**config.mk**
```make
export PLATFORM = sky130hd
export DESIGN_NAME = pll_reset_ctrl
export DESIGN_NICKNAME = d
export VERILOG_FILES = /design/src/rtl/pll_reset_ctrl.sv
export SDC_FILE = /design/constraint.sdc
export NUM_CORES = 1
export LEC_CHECK = 0
export ABC_AREA = 1
export BUFFER_PORTS_ARGS = -buffer_cell sky130_fd_sc_hd__buf_2
export CORE_ASPECT_RATIO = 2
export CORE_MARGIN = 4
export CORE_UTILIZATION = 50
export DETAILED_ROUTE_END_ITERATION = 16
export MAX_ROUTING_LAYER = met4
export PLACE_DENSITY = 0.65
export SYNTH_ARGS = -nofsm -noshare
export SYNTH_HDL_FRONTEND = slang
export SYNTH_SLANG_ARGS = --single-unit
export TNS_END_PERCENT = 5
```
**constraint.sdc**
```tcl
create_clock -name clk -period 2.5 [get_ports clk]
set_input_delay 0.375 -clock clk [delete_from_list [all_inputs] [get_ports clk]]
set_output_delay 0.375 -clock clk [all_outputs]
set_load 0.03 [all_outputs]
```
**src/rtl/pll_reset_ctrl.sv**
```systemverilog
// -----------------------------------------------------------------------------
// pll_reset_ctrl
//
// Sequences the reset of a PLL and of the logic downstream of it. The PLL is
// held in reset for RST_CYCLES clocks. The controller then waits up to
// LOCK_TIMEOUT clocks for lock, and pulses the PLL reset again if lock does
// not arrive. Lock must then be held for STABLE_CYCLES consecutive clocks
// before the downstream reset is released. Any later loss of lock sends the
// controller back to the PLL reset pulse.
//
// Everything runs on clk, which is the PLL reference clock. That clock keeps
// running while the PLL is unlocked.
//
// Ports
//   clk          in   1  free-running reference clock (also the PLL CLKIN)
//   reset        in   1  asynchronous, active-high reset
//   pll_locked   in   1  PLL LOCKED output, asynchronous to clk
//   pll_rst      out  1  PLL RST input, active-high, straight from a flop
//   sys_reset    out  1  downstream reset, active-high, straight from a flop
//   retry_count  out  4  PLL re-resets since reset, saturating at 15
//   state        out  2  0=S_PLLRST 1=S_WAITLOCK 2=S_STABLE 3=S_RUN
//
// Parameters
//   RST_CYCLES     clocks pll_rst is held high per pulse (>=1)
//   LOCK_TIMEOUT   clocks to wait for lock before re-pulsing pll_rst (>=2)
//   STABLE_CYCLES  consecutive locked clocks before sys_reset releases (>=1)
// -----------------------------------------------------------------------------
module pll_reset_ctrl #(
  parameter int RST_CYCLES    = 16,
  parameter int LOCK_TIMEOUT  = 65536,
  parameter int STABLE_CYCLES = 1024
) (
  input  logic       clk,
  input  logic       reset,
  input  logic       pll_locked,
  output logic       pll_rst,
  output logic       sys_reset,
  output logic [3:0] retry_count,
  output logic [1:0] state
);

  // Largest of three integers; sizes the shared cycle counter.
  function automatic int max3(input int a, input int b, input int c);
    int m;
    m = a;
    if (b > m) begin
      m = b;
    end else begin
      m = m;
    end
    if (c > m) begin
      m = c;
    end else begin
      m = m;
    end
    return m;
  endfunction

  // Saturating increment for the 4-bit retry counter; sticks at 15.
  function automatic logic [3:0] sat_inc4(input logic [3:0] v);
    logic [3:0] r;
    if (v == 4'd15) begin
      r = 4'd15;
    end else begin
      r = v + 4'd1;
    end
    return r;
  endfunction

  // The counter only has to reach (longest interval - 1).
  localparam int MAX_CYC = max3(RST_CYCLES, LOCK_TIMEOUT, STABLE_CYCLES);
  localparam int CNT_W   = (MAX_CYC > 1) ? $clog2(MAX_CYC) : 1;

  localparam logic [CNT_W-1:0] CNT_ZERO    = {CNT_W{1'b0}};
  localparam logic [CNT_W-1:0] CNT_ONE     = CNT_W'(1);
  localparam logic [CNT_W-1:0] RST_LAST    = CNT_W'(RST_CYCLES - 1);
  localparam logic [CNT_W-1:0] LOCK_LAST   = CNT_W'(LOCK_TIMEOUT - 1);
  localparam logic [CNT_W-1:0] STABLE_LAST = CNT_W'(STABLE_CYCLES - 1);

  typedef enum logic [1:0] {
    S_PLLRST   = 2'd0,
    S_WAITLOCK = 2'd1,
    S_STABLE   = 2'd2,
    S_RUN      = 2'd3
  } state_t;

  // Registers
  logic             locked_meta_r;
  logic             locked_sync_r;
  state_t           state_r;
  logic [CNT_W-1:0] cnt_r;
  logic [3:0]       retry_r;
  logic             pll_rst_r;
  logic             sys_reset_r;

  // Next-state signals
  state_t           state_nxt_s;
  logic [CNT_W-1:0] cnt_nxt_s;
  logic             retry_inc_s;

  // Two-flop synchronizer for the asynchronous LOCKED input. The first flop
  // may go metastable; only the second flop feeds the FSM.
  always_ff @(posedge clk or posedge reset) begin
    if (reset) begin
      locked_meta_r <= 1'b0;
      locked_sync_r <= 1'b0;
    end else begin
      locked_meta_r <= pll_locked;
      locked_sync_r <= locked_meta_r;
    end
  end

  // FSM next-state and counter logic. The counter clears on every transition.
  // In S_WAITLOCK a lock that arrives on the timeout edge wins over the
  // timeout, so a late but good lock is never thrown away.
  always_comb begin
    state_nxt_s = state_r;
    cnt_nxt_s   = cnt_r;
    retry_inc_s = 1'b0;
    case (state_r)
      S_PLLRST: begin
        if (cnt_r == RST_LAST) begin
          state_nxt_s = S_WAITLOCK;
          cnt_nxt_s   = CNT_ZERO;
        end else begin
          cnt_nxt_s   = cnt_r + CNT_ONE;
        end
      end
      S_WAITLOCK: begin
        if (locked_sync_r) begin
          state_nxt_s = S_STABLE;
          cnt_nxt_s   = CNT_ZERO;
        end else if (cnt_r == LOCK_LAST) begin
          state_nxt_s = S_PLLRST;
          cnt_nxt_s   = CNT_ZERO;
          retry_inc_s = 1'b1;
        end else begin
          cnt_nxt_s   = cnt_r + CNT_ONE;
        end
      end
      S_STABLE: begin
        // A dropout while settling is not a failed PLL. The controller waits
        // for lock again and does not re-reset the PLL.
        if (!locked_sync_r) begin
          state_nxt_s = S_WAITLOCK;
          cnt_nxt_s   = CNT_ZERO;
        end else if (cnt_r == STABLE_LAST) begin
          state_nxt_s = S_RUN;
          cnt_nxt_s   = CNT_ZERO;
        end else begin
          cnt_nxt_s   = cnt_r + CNT_ONE;
        end
      end
      S_RUN: begin
        cnt_nxt_s = CNT_ZERO;
        if (!locked_sync_r) begin
          state_nxt_s = S_PLLRST;
          retry_inc_s = 1'b1;
        end else begin
          state_nxt_s = S_RUN;
        end
      end
      default: begin
        state_nxt_s = S_PLLRST;
        cnt_nxt_s   = CNT_ZERO;
      end
    endcase
  end

  // State register, counter, retry counter and output flops. The outputs are
  // decoded from the next state, so each output pin comes straight from its
  // own flop with no logic after it.
  always_ff @(posedge clk or posedge reset) begin
    if (reset) begin
      state_r     <= S_PLLRST;
      cnt_r       <= CNT_ZERO;
      retry_r     <= 4'd0;
      pll_rst_r   <= 1'b1;
      sys_reset_r <= 1'b1;
    end else begin
      state_r     <= state_nxt_s;
      cnt_r       <= cnt_nxt_s;
      if (retry_inc_s) begin
        retry_r   <= sat_inc4(retry_r);
      end else begin
        retry_r   <= retry_r;
      end
      pll_rst_r   <= (state_nxt_s == S_PLLRST);
      sys_reset_r <= (state_nxt_s != S_RUN);
    end
  end

  assign pll_rst     = pll_rst_r;
  assign sys_reset   = sys_reset_r;
  assign retry_count = retry_r;
  assign state       = state_r;

endmodule

```
Word-level counts from Yosys, hierarchy flattened

Index checks and enable logic that the tools add are counted.

Flip-flop bits (word level): 26
Output and inout port bits: 8
Logic and storage cells: 37

Add/subtract/negate cells: 2
Eq/ne operators: 8
Multiplexer cells: 18
Reductions and logical operators: 2

Operators with widths:

| cell                    | count |
|---|---|
| $mux W16                | 5 |
| $pmux W16 S4            | 1 |
| $add A16 B1 Y16 const B | 1 |
| $eq A16 B10 Y1 const B  | 1 |
| $eq A16 B16 Y1 const B  | 1 |
| $eq A16 B4 Y1 const B   | 1 |
| $mux W2                 | 6 |
| $pmux W2 S4             | 1 |
| $add A4 B1 Y4 const B   | 1 |
| $eq A2 B2 Y1 const B    | 2 |
| $eq A4 B4 Y1 const B    | 1 |
| $logic_not A2 Y1        | 2 |
| $mux W4                 | 1 |
| $mux W1                 | 3 |
| $eq A2 B1 Y1 const B    | 1 |
| $ne A2 B2 Y1 const B    | 1 |
| $pmux W1 S2             | 1 |

Depth between registers and ports, before layout

Gate-level depths: netlist of the first run.

Depth after elaboration: 5
Mapped depth: 10
Gate-level depth less buffers: 10

Worst setup path after synthesis of the first run

Ideal clock, no wire load.

Path kind: reg2reg
From: register cnt_r[0]
To: register cnt_r[10]
Library setup time: 0.123 ns
Arrival time: 1.349 ns
Required time: 2.377 ns
Path slack: 1.028 ns
Cell stages (with the launch flop): 8
Cell sequence: dfrtp_1 -> ha_1 -> nand3_2 -> inv_2 -> nand3_2 -> o21ai_4 -> buf_6 -> a21oi_2

Cells in the longest elaborated chain, start to end: 4

RTL lines:

| element                                       | RTL line      | RTL |
|---|---|---|
| from (decl)                                   | 91            | `logic [CNT_W-1:0] cnt_r;` |
| from (signal assigned)                        | 182           | `cnt_r <= cnt_nxt_s;` |
| $add A16 B1 Y16, or another cell as far along | 126, 138, 151 |  |
| $mux W16 (on tied branches)                   | 147, 133      |  |
| $mux W16 (on tied branches)                   | 144, 130      |  |
| $pmux W16 S4 (*)                              | 120           | `case (state_r)` |
| named net cnt_nxt_s[10]                       | 98            | `logic [CNT_W-1:0] cnt_nxt_s;` |

Mark *: on every way through the listed nets, which the timed path passes. The rest lies on a longest branch.
A chain may end at the register's enable or synchronous reset.

Worst setup path in the final report of the first run

From: register cnt_r[0]
To: register state_r[0] (netlist: state[0])

Cells in the longest elaborated chain, start to end: 4

RTL lines:

| element                                                 | RTL line | RTL |
|---|---|---|
| $eq A16 B10 Y1 / $eq A16 B16 Y1 (equally long branches) | 147, 133 |  |
| $mux W2 (on tied branches)                              | 147, 133 |  |
| $mux W2 (on tied branches)                              | 144, 130 |  |
| $pmux W2 S4 (*)                                         | 120      |  |
| named net state_nxt_s[0]                                | 97       | `state_t state_nxt_s;` |
| to (signal assigned)                                    | 181      | `state_r <= state_nxt_s;` |
| to (decl)                                               | 90       | `state_t state_r;` |

Marked as above.

==> flow_summary.html, run 1 <==
<table>
<tr><th>Metric</th><th>Value</th></tr>
<tr><th colspan="2">Worst setup path</th></tr>
<tr><td>WP data arrival</td><td>2020 ps</td></tr>
<tr><td>CP Max Fanout</td><td>17</td></tr>
<tr><td>Crit path launch type</td><td>flip-flop</td></tr>
<tr><td>Critical-path top delay cell</td><td>sky130_fd_sc_hd__o21ai_4</td></tr>
<tr><td>Type of destination of the critical path</td><td>flip-flop</td></tr>
<tr><td>R2r endpoint</td><td>state[0]</td></tr>
<tr><td>Longest individual stage delay on the worst path</td><td>580 ps</td></tr>
<tr><td>Crit-path most repeated cell</td><td>sky130_fd_sc_hd__nand3_2</td></tr>
<tr><td>Crit path kind</td><td>flip-flop to flip-flop</td></tr>
<tr><td>Cell Chain, Critical Path</td><td>ha_1, nand3_2, inv_2, nand3_2, o21ai_4, nand2_2, a21oi_1</td></tr>
<tr><td>Required time reported for the critical path endpoint</td><td>2690 ps</td></tr>
<tr><td>Depth of the worst register-to-register path</td><td>7</td></tr>
<tr><td>Startpoint of the worst register-to-register path</td><td>cnt_r[0]</td></tr>
<tr><td>Reg2reg setup slack</td><td>670 ps</td></tr>
<tr><th colspan="2">Timing</th></tr>
<tr><td>Final slew viol count</td><td>0</td></tr>
<tr><td>Number of hold violations in the final report</td><td>0</td></tr>
<tr><td>Final clock period utilization by the worst path</td><td>73.32%</td></tr>
<tr><td>Final-layout setup total negative slack</td><td>0 ps</td></tr>
<tr><td>Fmax achieved</td><td>545.6 MHz</td></tr>
<tr><td>Setup clock skew after layout</td><td>3.738 ps</td></tr>
<tr><td>Time the worst path needs with I/O delays and setup</td><td>1833 ps</td></tr>
<tr><td>Worst-margin pin slew</td><td>680.3 ps</td></tr>
<tr><td>Unrepaired setup endpoints after global routing</td><td>no</td></tr>
<tr><td>PnR worst setup slack</td><td>667.0 ps</td></tr>
<tr><td>Worst Hold Margin</td><td>149.0 ps</td></tr>
<tr><td>Max-slew headroom</td><td>54.48%</td></tr>
<tr><td>Count of final setup violators</td><td>0</td></tr>
<tr><th colspan="2">Synthesis</th></tr>
<tr><td>Count of cell types in the netlist</td><td>27</td></tr>
<tr><td>Gate count after technology mapping</td><td>161</td></tr>
<tr><td>Library cell with the largest summed area after synthesis</td><td>sky130_fd_sc_hd__dfrtp_1</td></tr>
<tr><td>Post-synth top flop</td><td>sky130_fd_sc_hd__dfrtp_1</td></tr>
<tr><td>Area fraction of the dominant cell type after synthesis</td><td>40.85%</td></tr>
<tr><td>Most used standard cell by instance count after synthesis</td><td>sky130_fd_sc_hd__nand2_1</td></tr>
<tr><td>Seq cells post-synth</td><td>26</td></tr>
<tr><td>Avg Cell Area, Syn</td><td>9.131 um2</td></tr>
<tr><td>Count of flip-flops with a built-in enable after synthesis</td><td>0</td></tr>
<tr><td>Number of nets in the synthesized netlist</td><td>166</td></tr>
<tr><td>Synth Warn #</td><td>0</td></tr>
<tr><td>Proportion of register bits with asynchronous set or reset after synthesis</td><td>100.0%</td></tr>
<tr><td>Area contributors post-synth</td><td>sky130_fd_sc_hd__dfrtp_1 41%, sky130_fd_sc_hd__nand2_1 7.9%, sky130_fd_sc_hd__a21oi_2 6.0%, sky130_fd_sc_hd__xor2_1 6.0%, sky130_fd_sc_hd__nor2_1 5.4%</td></tr>
<tr><td>Combined area of all synthesized cells</td><td>1470 um2</td></tr>
<tr><td>Sequential-to-total area share from yosys stat</td><td>44.43%</td></tr>
<tr><td>Most numerous cell types in the synthesized netlist</td><td>31 x sky130_fd_sc_hd__nand2_1, 24 x sky130_fd_sc_hd__dfrtp_1, 21 x sky130_fd_sc_hd__nor2_1</td></tr>
<tr><th colspan="2">Final layout</th></tr>
<tr><td>Fillcell total</td><td>285</td></tr>
<tr><td>Final layout net count</td><td>180</td></tr>
<tr><td>Count of antenna diodes in the layout</td><td>0</td></tr>
<tr><td>Area growth syn-to-layout</td><td>7.319%</td></tr>
<tr><td>Combined area of the multi-input logic cells</td><td>725.7 um2</td></tr>
<tr><td>Share of cells above drive strength 1</td><td>25.29%</td></tr>
<tr><td>Area used by sequential logic in the layout</td><td>653.1 um2</td></tr>
<tr><th colspan="2">Clock network</th></tr>
<tr><td>Number of clock sinks</td><td>26</td></tr>
<tr><td>Clock transition at the registers of the reported paths</td><td>80 ps</td></tr>
<tr><td>Clock tree from TritonCTS</td><td>yes</td></tr>
<tr><td>Root buffer cell</td><td>sky130_fd_sc_hd__clkbuf_8</td></tr>
<tr><td>Number of buffers created by CTS</td><td>3</td></tr>
<tr><td>Buffer levels on the longest clock path</td><td>2</td></tr>
<tr><td>Setup Buffers After CTS</td><td>0</td></tr>
<tr><td># resized after CTS</td><td>0</td></tr>
<tr><td>Hold buffer count at cts</td><td>0</td></tr>
<tr><td>CTS H-tree lvls</td><td>1</td></tr>
<tr><td>Later-pin clock latency in the skew report</td><td>260 ps</td></tr>
<tr><th colspan="2">GRT</th></tr>
<tr><td>Global router's overall resource usage</td><td>17.72%</td></tr>
<tr><td>First-pass GRT wire length</td><td>5064 um</td></tr>
<tr><td>Number of antenna violations at the first check in global routing</td><td>0</td></tr>
<tr><td>Vias in the first global route</td><td>1,191</td></tr>
<tr><td>Global-route congestion overflow total</td><td>0</td></tr>
<tr><td>Largest net degree at the start of global routing</td><td>27</td></tr>
<tr><th colspan="2">Flow run</th></tr>
<tr><td>Max-cap viol count</td><td>0</td></tr>
<tr><th colspan="2">Detailed routing</th></tr>
<tr><td>Post-detailed-route DRC marker count</td><td>0</td></tr>
<tr><td>Routed Antenna Nets</td><td>0</td></tr>
<tr><td>1st-iter DRT viols</td><td>23</td></tr>
<tr><td>Routed via count</td><td>1,071</td></tr>
<tr><td>Number of iterations in the first detailed-routing pass</td><td>4</td></tr>
<tr><td>Detail-routed net length per standard cell</td><td>13.68 um</td></tr>
<tr><td>Post-Route WL</td><td>2777 um</td></tr>
<tr><td>Routed via count divided by cell count</td><td>5.276</td></tr>
<tr><th colspan="2">Die</th></tr>
<tr><td>Initial core utilization</td><td>52.43%</td></tr>
<tr><td>Die Ht</td><td>84.69 um</td></tr>
<tr><td>Die Outline Area</td><td>3924 um2</td></tr>
<tr><td>Number of top-level design ports</td><td>11</td></tr>
<tr><td>Area of the core</td><td>2804 um2</td></tr>
<tr><td>Standard-cell rows</td><td>27</td></tr>
<tr><td>Die X-Extent</td><td>46.34 um</td></tr>
<tr><th colspan="2">Power</th></tr>
<tr><td>Power density over the cells</td><td>801.1 nW/um2</td></tr>
<tr><td>Peak supply drop</td><td>0.5689 mV</td></tr>
<tr><td>Static power due to leakage</td><td>0.0007802 uW</td></tr>
<tr><th colspan="2">Worst hold path</th></tr>
<tr><td>HP Class</td><td>input pin to asynchronous set/reset pin</td></tr>
<tr><th colspan="2">Placed design</th></tr>
<tr><td>Setup slack after placement</td><td>685.4 ps</td></tr>
<tr><td>Post-DP HPWL</td><td>2120 um</td></tr>
<tr><td>Count of input and output buffers</td><td>10</td></tr>
<tr><td>Routability congestion estimate from global placement</td><td>0.8503</td></tr>
<tr><th colspan="2">Status</th></tr>
<tr><td>Outcome</td><td>complete, no violations</td></tr>
</table>
## final cells by class
type	count	share of cell area [%]
multi-input cells	117	46.00
flip-flops and latches	26	41.40
inverters	16	3.807
repair buffers	11	3.648
clock buffers	4	2.855
well taps	29	2.300
## worst max path at each step
stage	end	slack [ps]	depth (start not counted)	startpoint
finish	state[0]	670	7	cnt_r[0]
floorplan	cnt_r[10]	1030	7	cnt_r[0]
global route	state[0]	490	7	cnt_r[0]
global placement	state[0]	760	7	cnt_r[0]
detailed placement	state[0]	690	7	cnt_r[0]
CTS	state[0]	660	7	cnt_r[0]
## logic make-up after synthesis
group	after synthesis	synth area share [%]
AO/OA/AOI/OAI	22	11.57
XOR/XNOR	14	8.340
adder cells (fa/ha/maj)	2	1.702
buffers and inverters	18	6.213
flip-flops	26	44.43
AND/OR/NAND/NOR	79	27.74
## routing by layer
layer,part of all wire [%],up-vias,GRT usage (%)
li1,-,544,-
met2,59,12,30.90
met1,38,511,18.96
met4,1.3,0,6.736
met3,1.7,4,2.361
met5,0,-,-
## registers in the layout, summed over array words and instances (netlist names)
name           count
cnt_r             16
retry_count        4
state              2
locked_meta_r      1
locked_sync_r      1
pll_rst            1
sys_reset          1
## cells in the final DEF (no fill, tap or decap)
cell,n
sky130_fd_sc_hd__o21ai_4,1
sky130_fd_sc_hd__nand3_1,8
sky130_fd_sc_hd__a21oi_1,6
sky130_fd_sc_hd__nand4_2,1
sky130_fd_sc_hd__buf_2,10
sky130_fd_sc_hd__xor2_1,10
sky130_fd_sc_hd__o21bai_1,2
sky130_fd_sc_hd__xnor2_1,4
sky130_fd_sc_hd__o21ai_2,1
sky130_fd_sc_hd__buf_4,1
sky130_fd_sc_hd__nor2_4,1
sky130_fd_sc_hd__nor2_1,21
sky130_fd_sc_hd__a21oi_2,10
sky130_fd_sc_hd__dfstp_2,2
sky130_fd_sc_hd__inv_1,14
sky130_fd_sc_hd__nor3_2,1
sky130_fd_sc_hd__nand2_4,2
sky130_fd_sc_hd__nand3_2,4
sky130_fd_sc_hd__inv_2,2
sky130_fd_sc_hd__nand4_1,5
sky130_fd_sc_hd__nand2_2,4
sky130_fd_sc_hd__o211ai_1,1
sky130_fd_sc_hd__clkbuf_8,3
sky130_fd_sc_hd__clkbuf_1,1
sky130_fd_sc_hd__ha_1,2
sky130_fd_sc_hd__dfrtp_1,24
sky130_fd_sc_hd__o21ai_1,1
sky130_fd_sc_hd__nor2_8,1
sky130_fd_sc_hd__nand2_1,31
## metrics by stage
stage                     std cells  power, uW  area (um2)  utilization, %
after floorplan                 161      961.4        1470               -
after global placement          199       1035        1533           54.66
after detailed placement        199       1045        1533           54.66
after CTS                       203       1285        1578           56.27
after global routing            203       1368        1578           56.27
final                           203       1264        1578           56.27
## where the power goes
part	switching, uW	internal (uW)	leakage, uW
clock network	121	114	0.0000228
logic	338	131	0.000416
registers	61.1	499	0.000341
## critical path, delay by kind of cell, from the launching register on
family | cells | cell delay (ps)
AO/OA/AOI/OAI | 2 | 720
buffers and inverters | 1 | 110
AND/OR/NAND/NOR | 3 | 320
adder cells (fa/ha/maj) | 1 | 220
flip-flops | 1 | 400
No activity file was read; power rests on OpenSTA's default activity.
==> run 2, diff against run 1 <==
Clock period 2.5 ns to 1.7 ns, I/O delays scaled along.
==> run 2 against run 1 <==
Effect of this change:
- sequential share of layout area is 1.5 points lower
- worst setup slack worse by 540 ps
- total power is 56% higher
- clock-buffer cell count stayed put
- core utilization is 2.1 points higher
- clock power is 49% higher
- global-route usage is 0.077 points lower
- non-clock buffer count is 1 higher
- sequential cell count stayed put
- critical endpoint is now cnt_r[14]
- routed wire length is 7.2% higher
- register-to-register slack worse by 540 ps
==> flow_summary.html, run 2 (same netlist as run 1, synthesis figures left out) <==
<table>
<tr><th>Metric</th><th>Value</th></tr>
<tr><th colspan="2">Status</th></tr>
<tr><td>Outcome</td><td>complete, no violations</td></tr>
<tr><th colspan="2">Placed design</th></tr>
<tr><td>Routability congestion estimate from global placement</td><td>0.8788 (+3.4%)</td></tr>
<tr><td>Count of input and output buffers</td><td>10 (unchanged)</td></tr>
<tr><td>Post-placement cell count</td><td>200 (+0.50%)</td></tr>
<tr><td>Post-DP HPWL</td><td>2240 um (+5.7%)</td></tr>
<tr><th colspan="2">Detailed routing</th></tr>
<tr><td>Detail-routed net length per standard cell</td><td>14.52 um (+6.1%)</td></tr>
<tr><td>Number of iterations in the first detailed-routing pass</td><td>4 (unchanged)</td></tr>
<tr><td>Routed Antenna Nets</td><td>0 (unchanged)</td></tr>
<tr><td>Post-Route WL</td><td>2976 um (+7.2%)</td></tr>
<tr><td>Routed via count divided by cell count</td><td>5.444 (+3.2%)</td></tr>
<tr><td>1st-iter DRT viols</td><td>50 (+120%)</td></tr>
<tr><td>Post-detailed-route DRC marker count</td><td>0 (unchanged)</td></tr>
<tr><td>Routed via count</td><td>1,116 (+4.2%)</td></tr>
<tr><th colspan="2">Timing</th></tr>
<tr><td>Final-layout setup total negative slack</td><td>0 ps (unchanged)</td></tr>
<tr><td>Worst Hold Margin</td><td>29.78 ps (-119.3 ps)</td></tr>
<tr><td>Worst-margin pin slew</td><td>565.1 ps (-115.1 ps)</td></tr>
<tr><td>Number of hold violations in the final report</td><td>0 (unchanged)</td></tr>
<tr><td>Fmax achieved</td><td>637.3 MHz (+17%)</td></tr>
<tr><td>Final slew viol count</td><td>0 (unchanged)</td></tr>
<tr><td>Max-slew headroom</td><td>62.28% (+7.8 points)</td></tr>
<tr><td>Count of final setup violators</td><td>0 (unchanged)</td></tr>
<tr><td>Final clock period utilization by the worst path</td><td>92.31% (+19 points)</td></tr>
<tr><td>Unrepaired setup endpoints after global routing</td><td>yes</td></tr>
<tr><td>Time the worst path needs with I/O delays and setup</td><td>1569 ps (-263.8 ps)</td></tr>
<tr><td>Setup clock skew after layout</td><td>2.679 ps (-1.058 ps)</td></tr>
<tr><th colspan="2">Final layout</th></tr>
<tr><td>Count of antenna diodes in the layout</td><td>0 (unchanged)</td></tr>
<tr><td>Fillcell total</td><td>250 (-12%)</td></tr>
<tr><td>Number of standard cells in the final layout excluding fillers</td><td>205 (+0.99%)</td></tr>
<tr><td>Area growth syn-to-layout</td><td>11.23%</td></tr>
<tr><td>Finished Core Util</td><td>58.32% (+2.1 points)</td></tr>
<tr><td>Most frequent cells in the layout</td><td>31 x sky130_fd_sc_hd__nand2_1, 24 x sky130_fd_sc_hd__dfrtp_1, 21 x sky130_fd_sc_hd__nor2_1</td></tr>
<tr><td>Final layout net count</td><td>182 (+1.1%)</td></tr>
<tr><td>Most common library cell in the layout ignoring fill and taps</td><td>sky130_fd_sc_hd__nand2_1</td></tr>
<tr><td>Share of cells above drive strength 1</td><td>26.14% (+0.85 points)</td></tr>
<tr><td>Largest register FFs</td><td>16 (unchanged)</td></tr>
<tr><td>Register name with the most flops</td><td>cnt_r</td></tr>
<tr><th colspan="2">Worst setup path</th></tr>
<tr><td>Crit path kind</td><td>flip-flop to flip-flop</td></tr>
<tr><td>WP data arrival</td><td>1720 ps (-300 ps)</td></tr>
<tr><td>Longest individual stage delay on the worst path</td><td>390 ps (-190 ps)</td></tr>
<tr><td>Cell Chain, Critical Path</td><td>ha_1, nand3_2, inv_2, nand3_2, o21ai_4, buf_12, a21oi_1</td></tr>
<tr><td>Required time reported for the critical path endpoint</td><td>1850 ps (-840 ps)</td></tr>
<tr><td>Critical-path top delay cell</td><td>sky130_fd_sc_hd__dfrtp_1</td></tr>
<tr><td>Type of destination of the critical path</td><td>flip-flop</td></tr>
<tr><td>Crit-path most repeated cell</td><td>sky130_fd_sc_hd__nand3_2</td></tr>
<tr><td>Crit path launch type</td><td>flip-flop</td></tr>
<tr><td>CP Max Fanout</td><td>15 (-2)</td></tr>
<tr><th colspan="2">Clock network</th></tr>
<tr><td>Clock tree from TritonCTS</td><td>yes</td></tr>
<tr><td>Number of buffers created by CTS</td><td>3 (unchanged)</td></tr>
<tr><td>Later-pin clock latency in the skew report</td><td>260 ps (about the same)</td></tr>
<tr><td>Clock transition at the registers of the reported paths</td><td>90 ps (about the same)</td></tr>
<tr><td>Hold buffer count at cts</td><td>0 (unchanged)</td></tr>
<tr><td>Setup Buffers After CTS</td><td>0 (unchanged)</td></tr>
<tr><td>Buffer levels on the longest clock path</td><td>2 (unchanged)</td></tr>
<tr><td>CTS H-tree lvls</td><td>1 (unchanged)</td></tr>
<tr><td>Root buffer cell</td><td>sky130_fd_sc_hd__clkbuf_8</td></tr>
<tr><td>Number of clock sinks</td><td>26 (unchanged)</td></tr>
<tr><th colspan="2">Die</th></tr>
<tr><td>Die Outline Area</td><td>3924 um2 (unchanged)</td></tr>
<tr><td>Initial core utilization</td><td>52.43% (unchanged)</td></tr>
<tr><td>Number of top-level design ports</td><td>11 (unchanged)</td></tr>
<tr><td>Die Ht</td><td>84.69 um (unchanged)</td></tr>
<tr><td>Die X-Extent</td><td>46.34 um (unchanged)</td></tr>
<tr><td>Area of the core</td><td>2804 um2 (unchanged)</td></tr>
<tr><td>Standard-cell rows</td><td>27 (unchanged)</td></tr>
<tr><th colspan="2">GRT</th></tr>
<tr><td>Global-route congestion overflow total</td><td>0 (unchanged)</td></tr>
<tr><td>Number of antenna violations at the first check in global routing</td><td>0 (unchanged)</td></tr>
<tr><td>Global router's overall resource usage</td><td>17.65% (-0.077 points)</td></tr>
<tr><td>Largest net degree at the start of global routing</td><td>16 (-41%)</td></tr>
<tr><td>Vias in the first global route</td><td>1,147 (-3.7%)</td></tr>
<tr><td>First-pass GRT wire length</td><td>5085 um (+0.41%)</td></tr>
<tr><th colspan="2">Power</th></tr>
<tr><td>Peak supply drop</td><td>1.015 mV (+78%)</td></tr>
<tr><td>Power density over the cells</td><td>1202 nW/um2 (+50%)</td></tr>
<tr><td>Static power due to leakage</td><td>0.0008020 uW (+2.8%)</td></tr>
<tr><td>Tot Pwr</td><td>1966 uW (+56%)</td></tr>
<tr><th colspan="2">Worst hold path</th></tr>
<tr><td>HP Class</td><td>input pin to asynchronous set/reset pin</td></tr>
<tr><th colspan="2">Flow run</th></tr>
<tr><td>Max-cap viol count</td><td>0 (unchanged)</td></tr>
</table>
run 2: cell count changes in the layout (fill, tap and decap cells not counted), sizes merged:
cell | previous run | this run
buf | 11 | 12
nand3 | 12 | 13
run 2: worst max-delay path, delay by kind of cell, from the launching register on:
family	cells	cell delay (ps)
AOI/OAI and AO/OA	2	330
adders and majority gates	1	210
buffers and inverters	2	300
DFF	1	390
and+or+nand+nor	2	210
run 2: path summary, 6_finish.rpt:
| path | start | endpoint | slack, ps | cells past startpoint |
|---|---|---|---|---|
| min reg2reg | locked_meta_r | locked_sync_r | 360 | 0 |
| min in group clk | pll_locked | locked_meta_r | 90 | 1 |
| max in group asynchronous | reset | cnt_r[14] | 1200 | 3 |
| max | cnt_r[0] | cnt_r[14] | 130 | 7 |
| min | reset | locked_meta_r | 30 | 2 |
| max reg2reg | cnt_r[0] | cnt_r[14] | 130 | 7 |
run 2: through the flow:
step	instance area (um2)	worst slack, ps
after detailed placement	1565	-31.47
after global routing	1635	-31.26
final	1635	130.8
after CTS	1618	100.7
after floorplan	1470	228.0
after global placement	1565	41.08
run 2: routing by layer:
metal	share of wire, %	global-route usage, %	routed length (um)	vias to the layer above
met5	0	-	0	-
met4	3.1	4.922	91	0
met3	3.1	3.433	92	10
met2	59	31.03	1747	28
met1	35	18.85	1044	525
li1	-	-	-	553
run 2: timing repair:
action | in CTS | in global routing
cloned | 0 | 1
pin swaps | 0 | 1
resized for setup | 1 | 1
endpoints found under the setup margin | 15 | 5
run 2: final cells by class:
class | count | area [um2] | share of cell area [%]
multi-input combinational | 118 | 750.7 | 45.91
timing repair buffer | 12 | 90.09 | 5.509
sequential | 26 | 653.1 | 39.94
clock buffer | 4 | 45.04 | 2.754
inverter | 16 | 60.06 | 3.673
tap | 29 | 36.28 | 2.219
run 2: power breakdown:
part / total (uW) / switching (uW) / internal (uW) / leakage [uW]
registers: 827 / 93.2 / 734 / 0.000341
logic: 789 / 535 / 253 / 0.000438
clock network: 350 / 183 / 167 / 0.0000228
